===== src/rtl/text_scan_pkg.sv =====
// Shared definitions for the text-mode scanout path: geometry defaults,
// fetch FSM state encoding and the address-width helper.
package text_scan_pkg;

  // XGA text geometry defaults.
  localparam int unsigned DEF_WIDTH      = 128;
  localparam int unsigned DEF_HEIGHT     = 48;
  localparam int unsigned DEF_CHAR_WIDTH = 8;
  localparam int unsigned DEF_GLYPH_W    = 8;
  localparam int unsigned DEF_GLYPH_H    = 16;

  // Fetch FSM states (2-bit encoding, also visible on the debug port).
  typedef enum logic [1:0] {
    ST_IDLE    = 2'd0,
    ST_RD_CHAR = 2'd1,
    ST_RD_FONT = 2'd2,
    ST_CAPTURE = 2'd3
  } fetch_state_t;

  // Bits needed to address n entries; never less than 1 so a
  // single-entry dimension still gets a legal port width.
  function automatic int log2w(input int n);
    return (n <= 1) ? 1 : $clog2(n);
  endfunction

endpackage


===== src/rtl/text_scan_glyph_shifter.sv =====
// Two-deep glyph pipeline: a next-slot buffer feeding a glyph_w-bit
// MSB-first shift register that drives the 1-bit pixel stream.
//
// Handshake: pix_valid/pix_out/pix_eol/pix_eof are registered; once
// pix_valid is high they stay stable until the cycle pix_ready is also
// high (the accept). Only flush may drop pix_valid without an accept,
// and flush wins over a simultaneous accept.
module glyph_shifter
  import text_scan_pkg::*;
#(
  parameter int unsigned GLYPH_W = DEF_GLYPH_W
) (
  input  logic               clk,
  input  logic               rst_n,
  input  logic               flush,
  input  logic               load,
  input  logic [GLYPH_W-1:0] load_bits,
  input  logic               load_eol,
  input  logic               load_eof,
  output logic               slot_free,
  output logic               pix_valid,
  input  logic               pix_ready,
  output logic               pix_out,
  output logic               pix_eol,
  output logic               pix_eof
);

  localparam int CW = log2w(GLYPH_W);
  localparam logic [CW-1:0] C_LAST = CW'(GLYPH_W - 1);

  logic [GLYPH_W-1:0] slot_q, slot_d, sh_q, sh_d;
  logic               slot_eol_q, slot_eol_d, slot_eof_q, slot_eof_d;
  logic               sh_eol_q, sh_eol_d, sh_eof_q, sh_eof_d;
  logic               next_full_q, next_full_d;
  logic               valid_q, valid_d;
  logic [CW-1:0]      cnt_q, cnt_d;
  logic               accept, take, direct;

  assign accept = valid_q && pix_ready;
  // Shifter can take a new glyph when empty or its last bit leaves now.
  assign take   = !valid_q || (accept && (cnt_q == C_LAST));
  // Fresh glyph bypasses the slot only when the slot has nothing older.
  assign direct = take && !next_full_q && load;

  // Next-state for slot, shifter and bit counter.
  always_comb begin
    slot_d      = slot_q;
    slot_eol_d  = slot_eol_q;
    slot_eof_d  = slot_eof_q;
    sh_d        = sh_q;
    sh_eol_d    = sh_eol_q;
    sh_eof_d    = sh_eof_q;
    next_full_d = next_full_q;
    valid_d     = valid_q;
    cnt_d       = cnt_q;
    if (accept) begin
      sh_d  = sh_q << 1;
      cnt_d = cnt_q + 1'b1;
    end
    if (take) begin
      cnt_d = '0;
      if (next_full_q) begin
        sh_d        = slot_q;
        sh_eol_d    = slot_eol_q;
        sh_eof_d    = slot_eof_q;
        valid_d     = 1'b1;
        next_full_d = 1'b0;
      end else if (load) begin
        sh_d     = load_bits;
        sh_eol_d = load_eol;
        sh_eof_d = load_eof;
        valid_d  = 1'b1;
      end else begin
        valid_d = 1'b0;
      end
    end
    if (load && !direct) begin
      slot_d      = load_bits;
      slot_eol_d  = load_eol;
      slot_eof_d  = load_eof;
      next_full_d = 1'b1;
    end
    if (flush) begin
      slot_d      = '0;
      slot_eol_d  = 1'b0;
      slot_eof_d  = 1'b0;
      sh_d        = '0;
      sh_eol_d    = 1'b0;
      sh_eof_d    = 1'b0;
      next_full_d = 1'b0;
      valid_d     = 1'b0;
      cnt_d       = '0;
    end
  end

  // Pipeline registers.
  always_ff @(posedge clk or negedge rst_n) begin
    if (!rst_n) begin
      slot_q      <= '0;
      slot_eol_q  <= 1'b0;
      slot_eof_q  <= 1'b0;
      sh_q        <= '0;
      sh_eol_q    <= 1'b0;
      sh_eof_q    <= 1'b0;
      next_full_q <= 1'b0;
      valid_q     <= 1'b0;
      cnt_q       <= '0;
    end else begin
      slot_q      <= slot_d;
      slot_eol_q  <= slot_eol_d;
      slot_eof_q  <= slot_eof_d;
      sh_q        <= sh_d;
      sh_eol_q    <= sh_eol_d;
      sh_eof_q    <= sh_eof_d;
      next_full_q <= next_full_d;
      valid_q     <= valid_d;
      cnt_q       <= cnt_d;
    end
  end

  assign slot_free = !next_full_d;
  assign pix_valid = valid_q;
  assign pix_out   = valid_q && sh_q[GLYPH_W-1];
  assign pix_eol   = valid_q && (cnt_q == C_LAST) && sh_eol_q;
  assign pix_eof   = valid_q && (cnt_q == C_LAST) && sh_eof_q;

endmodule


===== src/rtl/text_scan.sv =====
// Text-mode scanout: walks the character buffer in display order, looks
// up each glyph row in the font ROM and streams it out one pixel at a time.
module text_scan
  import text_scan_pkg::*;
#(
  parameter int unsigned WIDTH      = DEF_WIDTH,
  parameter int unsigned HEIGHT     = DEF_HEIGHT,
  parameter int unsigned CHAR_WIDTH = DEF_CHAR_WIDTH,
  parameter int unsigned GLYPH_W    = DEF_GLYPH_W,
  parameter int unsigned GLYPH_H    = DEF_GLYPH_H
) (
  input  logic                        clk,
  input  logic                        reset,
  input  logic                        start,
  output logic                        rd_en,
  output logic [log2w(WIDTH)-1:0]     rd_x,
  output logic [log2w(HEIGHT)-1:0]    rd_y,
  input  logic [CHAR_WIDTH-1:0]       rd_char,
  output logic                        font_en,
  output logic [CHAR_WIDTH-1:0]       font_char,
  output logic [log2w(GLYPH_H)-1:0]   font_row,
  input  logic [GLYPH_W-1:0]          font_bits,
  output logic                        pix_valid,
  input  logic                        pix_ready,
  output logic                        pix_out,
  output logic                        pix_eol,
  output logic                        pix_eof,
  output logic                        busy,
  output logic [1:0]                  dbg_state
);

  localparam int XW = log2w(WIDTH);
  localparam int YW = log2w(HEIGHT);
  localparam int RW = log2w(GLYPH_H);
  localparam logic [XW-1:0] X_LAST = XW'(WIDTH - 1);
  localparam logic [YW-1:0] Y_LAST = YW'(HEIGHT - 1);
  localparam logic [RW-1:0] R_LAST = RW'(GLYPH_H - 1);

  fetch_state_t          state_q, state_d;
  logic                  captured_q, captured_d;
  logic [XW-1:0]         col_q, col_d;
  logic [YW-1:0]         row_q, row_d;
  logic [RW-1:0]         frow_q, frow_d;
  logic [CHAR_WIDTH-1:0] font_char_q, font_char_d;
  logic                  busy_q, busy_d;
  logic                  load, slot_free, cell_eol, cell_eof;

  assign cell_eol = (col_q == X_LAST);
  assign cell_eof = cell_eol && (row_q == Y_LAST) && (frow_q == R_LAST);

  // Fetch FSM: strobes, counter advance and next state. start overrides
  // everything and restarts the walk at cell (0,0), scanline 0.
  always_comb begin
    state_d     = state_q;
    captured_d  = captured_q;
    col_d       = col_q;
    row_d       = row_q;
    frow_d      = frow_q;
    font_char_d = font_char_q;
    rd_en       = 1'b0;
    font_en     = 1'b0;
    load        = 1'b0;
    case (state_q)
      ST_IDLE: ;
      ST_RD_CHAR: begin
        rd_en   = 1'b1;
        state_d = ST_RD_FONT;
      end
      ST_RD_FONT: begin
        font_en     = 1'b1;
        font_char_d = rd_char;
        state_d     = ST_CAPTURE;
      end
      ST_CAPTURE: begin
        if (!captured_q) begin
          // First CAPTURE cycle: font_bits is valid now, hand it over.
          load = 1'b1;
          if (cell_eol) begin
            col_d = '0;
            if (frow_q == R_LAST) begin
              frow_d = '0;
              row_d  = (row_q == Y_LAST) ? '0 : row_q + 1'b1;
            end else begin
              frow_d = frow_q + 1'b1;
            end
          end else begin
            col_d = col_q + 1'b1;
          end
          if (cell_eof)       state_d = ST_IDLE;
          else if (slot_free) state_d = ST_RD_CHAR;
          else                captured_d = 1'b1;
        end else if (slot_free) begin
          // Waiting for the next-slot to drain before the next fetch.
          captured_d = 1'b0;
          state_d    = ST_RD_CHAR;
        end
      end
      default: state_d = ST_IDLE;
    endcase
    if (start) begin
      state_d    = ST_RD_CHAR;
      captured_d = 1'b0;
      col_d      = '0;
      row_d      = '0;
      frow_d     = '0;
    end
  end

  // busy: set by start, cleared once the end-of-frame pixel is taken.
  always_comb begin
    busy_d = busy_q;
    if (start)                                     busy_d = 1'b1;
    else if (pix_valid && pix_ready && pix_eof)    busy_d = 1'b0;
  end

  // FSM state, fetch counters and status registers.
  always_ff @(posedge clk or negedge reset) begin
    if (!reset) begin
      state_q     <= ST_IDLE;
      captured_q  <= 1'b0;
      col_q       <= '0;
      row_q       <= '0;
      frow_q      <= '0;
      font_char_q <= '0;
      busy_q      <= 1'b0;
    end else begin
      state_q     <= state_d;
      captured_q  <= captured_d;
      col_q       <= col_d;
      row_q       <= row_d;
      frow_q      <= frow_d;
      font_char_q <= font_char_d;
      busy_q      <= busy_d;
    end
  end

  // The ROM index must be valid alongside font_en, which is the same
  // cycle rd_char arrives, so pass it through then and hold it after.
  assign font_char = (state_q == ST_RD_FONT) ? rd_char : font_char_q;
  assign rd_x      = col_q;
  assign rd_y      = row_q;
  assign font_row  = frow_q;
  assign busy      = busy_q;
  assign dbg_state = state_q;

  glyph_shifter #(
    .GLYPH_W (GLYPH_W)
  ) u_shifter (
    .clk       (clk),
    .rst_n     (reset),
    .flush     (start),
    .load      (load),
    .load_bits (font_bits),
    .load_eol  (cell_eol),
    .load_eof  (cell_eof),
    .slot_free (slot_free),
    .pix_valid (pix_valid),
    .pix_ready (pix_ready),
    .pix_out   (pix_out),
    .pix_eol   (pix_eol),
    .pix_eof   (pix_eof)
  );

endmodule


===== config.mk =====
export PLATFORM = sky130hd
export DESIGN_NAME = text_scan
export DESIGN_NICKNAME = d
export VERILOG_FILES = /design/src/rtl/text_scan_pkg.sv /design/src/rtl/text_scan_glyph_shifter.sv /design/src/rtl/text_scan.sv
export SDC_FILE = /design/constraint.sdc
export NUM_CORES = 1
export LEC_CHECK = 0
export ABC_CLOCK_PERIOD_IN_PS = 2970
export CORE_MARGIN = 2
export CORE_UTILIZATION = 40
export CTS_CLUSTER_DIAMETER = 120
export CTS_CLUSTER_SIZE = 40
export DETAILED_ROUTE_END_ITERATION = 10
export PLACE_DENSITY = 0.62
export SYNTH_ARGS = -nofsm -noshare
export SYNTH_HDL_FRONTEND = slang
export SYNTH_HIERARCHICAL = 1
export SYNTH_SLANG_ARGS = --single-unit

===== constraint.sdc =====
create_clock -name clk -period 2.97 [get_ports clk]
set_clock_uncertainty 0.05 [all_clocks]
set_input_delay 0.891 -clock clk [delete_from_list [all_inputs] [get_ports clk]]
set_output_delay 0.891 -clock clk [all_outputs]
set_load 0.005 [all_outputs]

# == Yosys cells after proc, flatten, opt, wreduce, memory -nomap -nowiden ==
# Index checks and enable logic that the tools add are counted.
# word_totals
register_bits,54
in_bits,20
out_inout_bits,34
elab_cells,118
# classes
n_addsub,4
n_eq_ne,8
muxes,61
reduce_logical,29
# op_table
op,n
$mux W8,8
$mux W6,6
$mux W1,30
$mux W7,4
$mux W4,5
$logic_and A1 B1 Y1,12
$reduce_bool A2 Y1,6
$mux W3,3
$mux W2,4
$add A7 B1 Y7 const B,1
$eq A7 B7 Y1 const B,1
$add A6 B1 Y6 const B,1
$eq A6 B6 Y1 const B,1
$pmux W2 S3,1
$reduce_bool A3 Y1,2
$add A4 B1 Y4 const B,1
$eq A2 B2 Y1 const B,2
$eq A4 B4 Y1 const B,1
$reduce_and A2 Y1,2
$reduce_and A4 Y1,1
$reduce_bool A4 Y1,1
$add A3 B1 Y3 const B,1
$eq A3 B3 Y1 const B,1
$logic_not A1 Y1,3
4 further kinds,4

# == Longest topological paths before layout ==
# depth
depth_word,14
mapped_depth,9
depth_no_buf,8

# == Cells and area by module ==
# The synthesis kept the hierarchy.
# modules_own_cells
module,n_inst,cells_each,area_each_um2,seq_area_each_um2
text_scan,1,134,1383.8,725.7
glyph_shifter,1,134,1335.0,625.6

# == Worst setup path after synthesis ==
# Ideal clock, no wire load.
# synth_path
path_type,register -> output
from,"reg state_q[1], in the netlist dbg_state[1]"
to,out font_char[0]
t_arrival_ps,1291
required_ps,2029
setup_slack_ps,738
path_stages_with_launch,4
n_path_buf,1
cell_sequence,dfrtp_1 nor2b_1 clkbuf_1 mux2_2
# synth_between
elab_chain_cells,2
# synth_lines
item,line_no,text
start: declaration,text_scan.sv:39,"fetch_state_t state_q, state_d;"
start signal: assignment,text_scan.sv:127,state_q <= state_d;
$eq A2 B2 Y1,text_scan.sv:139,assign font_char = (state_q == ST_RD_FONT) ? rd_char : font_char_q;
$mux W8,-,
end: declaration,text_scan.sv:20,"output logic [CHAR_WIDTH-1:0] font_char,"
# Every way passes these cells.

# == Worst setup path in the final report ==
# layout_path
from,in rd_char[7]
to,out font_char[7]
# layout_between
elab_chain_cells,1
# layout_lines
item,line_no,text
start: declaration,text_scan.sv:18,"input logic [CHAR_WIDTH-1:0] rd_char,"
$mux W8,-,
# Every way passes these cells.

==> results by group <==
Die
  – Height of the die: 86.4 um
  – Number of I/O pins: 54
  – Chip Width: 86.4 um
  – CORE AREA: 6680 sq um
  – Placement row count: 30
  – Die Footprint: 7470 sq um
  – Starting utilization of the core area: 0.407

GRT
  – Total overflow reported by the global router: 0
  – Largest net degree at the start of global routing: 55
  – All-Layer GR Usage: 0.180
  – Vias in the first global route: 2246
  – First-pass GRT wire length: 10.7 mm
  – Initial antenna violation count: 0

Synthesis
  – Number of flops mapped to enable cells by yosys: 0
  – Fraction of registers with async set or reset after synthesis: 1.00
  – Netlist area before placement: 2720 sq um
  – Count of state elements after synthesis: 54
  – Yosys cell types: 50
  – Mean Syn Cell Area: 10.1 sq um
  – Dominant cell type by area after synthesis: sky130_fd_sc_hd__dfrtp_1
  – Number of cells produced by synthesis: 268
  – Post-synthesis sequential area ratio: 0.497
  – Synthesis Warnings: 6
  – Area contributors post-synth: sky130_fd_sc_hd__dfrtp_1, sky130_fd_sc_hd__a21oi_1, sky130_fd_sc_hd__mux2_2, sky130_fd_sc_hd__nand2_1, sky130_fd_sc_hd__a22o_1
  – Post-synth top flop: sky130_fd_sc_hd__dfrtp_1
  – Syn_nets: 293
  – Proportion of netlist area held by the largest area contributor: 0.497

STA
  – Actual slew at the worst max-slew pin: 830 ps
  – Count of pins over their slew limit: 0
  – Minimum clock period: 2940 ps
  – Highest clock rate: 340 MHz
  – Max_slew headroom: 0.445
  – Final count of negative-setup-slack endpoints: 0
  – Period utilisation layout: 0.989
  – Total Neg Setup Slack: 0 ps
  – Setup repair after global routing missed its margin: false
  – Final hold violation count: 0

Clock network
  – Root buf cell: sky130_fd_sc_hd__clkbuf_8
  – H-tree levels: 2
  – Max clock buf depth: 2
  – Clock buffer count from CTS: 5
  – TritonCTS clock tree: done
  – Clock-pin slew on the worst setup and hold paths: 110 ps
  – Number of sinks handled by clock tree synthesis: 54
  – Insertion delay of the later-clocked pin in the worst-skew pair: 320 ps
  – Post-CTS Hold Buffers: 0

Place
  – DP Cell Count: 396
  – Global placer's final weighted congestion: 0.746
  – Detail Placement HPWL: 4.15 mm
  – Count of buffers from port buffering: 53

Critical path
  – First element of the critical path: rd_char[7]
  – Type of the worst setup path: input pin to primary output
  – Maximum net fanout on the critical path: 2
  – Reg-to-reg endpoint: u_shifter/sh_eof_q
  – Worst reg-to-reg setup slack: 740 ps
  – Number of cells on the worst reg-to-reg path: 8
  – Startpoint kind of the worst setup timing path: input pin
  – Required time of the worst setup path: 2030 ps
  – Arrival time of data at the critical path endpoint: 2000 ps
  – Crit end category: primary output
  – Worst R2R Start: rd_y[0]
  – Worst setup path end: font_char[7]

Job
  – # Max-Cap Violations: 0

Final layout
  – Area growth syn-to-layout: 27.9%
  – Share of cells above drive strength 1: 0.117
  – NumNets Final: 348
  – N_diodes: 0
  – Count of placed standard cells in the final layout, fillers left out: 404

Routing
  – DRC violation total after the first TritonRoute iteration: 103
  – Remaining antenna violation count: 0
  – Overall via count from detail_route: 2233
  – Detailed-route vias per instance: 5.53
  – WL/cell: 15.5 um
  – DRC errors left: 0
  – Routed WL: 6.28 mm
  – Number of search-and-repair iterations in the first detailed-routing pass: 4

Status
  – Status: complete, no violations

Power and ir drop
  – Pleak: 1.55 nW
  – Power density over the cells: 448 nW/um^2
  – Worst voltage drop across the vdd grid: 0.000347 V

Hold path
  – Worst hold-check path type: flip-flop to flip-flop
placed cells by master, fill, tap and decap left out, types with 6 or more instances in the layout:
master and instances:
sky130_fd_sc_hd__o22ai_1 7, sky130_fd_sc_hd__buf_4 10, sky130_fd_sc_hd__nand2_1 24, sky130_fd_sc_hd__and3_1 10, sky130_fd_sc_hd__inv_1 6, sky130_fd_sc_hd__nand3b_1 7, sky130_fd_sc_hd__a21oi_1 23, sky130_fd_sc_hd__mux2_2 8
sky130_fd_sc_hd__dfrtp_1 53, sky130_fd_sc_hd__nand3_1 11, sky130_fd_sc_hd__a21o_1 8, sky130_fd_sc_hd__a22o_1 10, sky130_fd_sc_hd__o21ai_0 9, sky130_fd_sc_hd__nor2_1 12, sky130_fd_sc_hd__clkdlybuf4s50_1 45, sky130_fd_sc_hd__a21boi_0 7
sky130_fd_sc_hd__dlymetal6s2s_1 7
how the worst min path moves through the flow:
stage / start / end / slack [ps] / cells past startpoint
5_1_grt: busy / busy / 460 / 2
3_3_place_gp: busy / busy / 420 / 2
3_5_place_dp: busy / busy / 420 / 2
2_1_floorplan: u_shifter/slot_eof_q / u_shifter/slot_eof_q / 420 / 1
6_report: busy / busy / 440 / 2
4_1_cts: busy / busy / 450 / 2
worst max-delay path, stage by stage:
cell	delay [ps]
sky130_fd_sc_hd__clkdlybuf4s50_1	390
sky130_fd_sc_hd__mux2_2	270
sky130_fd_sc_hd__clkdlybuf4s50_1	440
cell type report:
| type | count | area [sq um] |
|---|---|---|
| Multi-Input combinational cell | 192 | 1270 |
| Clock inverter | 3 | 26.3 |
| Timing Repair Buffer | 64 | 638 |
| Inverter | 6 | 22.5 |
| Tap cell | 80 | 100 |
| Fill cell | 623 | 3200 |
| Clock buffer | 5 | 68.8 |
| Sequential cell | 54 | 1350 |
cell families after synthesis:
family,count (synthesis),share of synthesized area
multiplexers,13,0.0515
flip-flops,54,0.497
adder cells (fa/ha/maj),5,0.0230
buffers and inverters,22,0.0364
XOR/XNOR,4,0.0129
AO/OA/AOI/OAI,78,0.195
AND/OR/NAND/NOR,92,0.184
sequential cells by signal (all words and copies together) (netlist names), 2 cells and up:
signal,cells
rd_y,6
font_row,4
u_shifter/slot_q,8
font_char_q,8
u_shifter/sh_q,8
u_shifter/cnt_q,3
dbg_state,2
rd_x,7
metal layers:
layer | GRT usage | share of wire | vias to the layer above | wire length, um
met2 | 0.287 | 0.46 | 45 | 2870
met5 | 0 | 0 | - | 0
met4 | 0.0611 | 0.0084 | 0 | 53
li1 | - | - | 1092 | -
met1 | 0.242 | 0.48 | 1092 | 2980
met3 | 0.0438 | 0.059 | 4 | 370
where the power goes:
part | total (mW) | switching (mW) | internal (mW)
Combinational | 0.297 | 0.133 | 0.164
Clock | 0.439 | 0.268 | 0.171
Sequential | 0.821 | 0.0316 | 0.789
Total | 1.56 | 0.433 | 1.12
repair_timing:
| item | CTS | global route |
|---|---|---|
| hold endpoints to repair | 0 | 0 |
| resized for setup | 0 | 8 |
| buffers inserted | 0 | 0 |
| endpoints found under the setup margin | 0 | 8 |
cells in the mapped netlist (8+ instances only):
cell / count
sky130_fd_sc_hd__dfrtp_1: 54
sky130_fd_sc_hd__nand3_1: 11
sky130_fd_sc_hd__a21o_1: 8
sky130_fd_sc_hd__clkbuf_1: 8
sky130_fd_sc_hd__a21oi_1: 23
sky130_fd_sc_hd__mux2_2: 8
sky130_fd_sc_hd__nand2_1: 24
sky130_fd_sc_hd__o21ai_0: 9
sky130_fd_sc_hd__and3_1: 10
sky130_fd_sc_hd__nor2_1: 12
sky130_fd_sc_hd__a22o_1: 10
stage by stage:
step	power, mW	hold WS, ps	instance area [sq um]	setup slack [ps]	util
floorplan	0.971	416	2720	738	-
global placement	1.14	423	3360	27.4	0.503
detailed placement	1.15	421	3360	16.2	0.503
CTS	1.59	451	3460	9.78	0.518
global route	1.64	461	3480	9.31	0.520
finish	1.56	443	3480	32.0	0.520
Power figures use the tool's default switching activity.
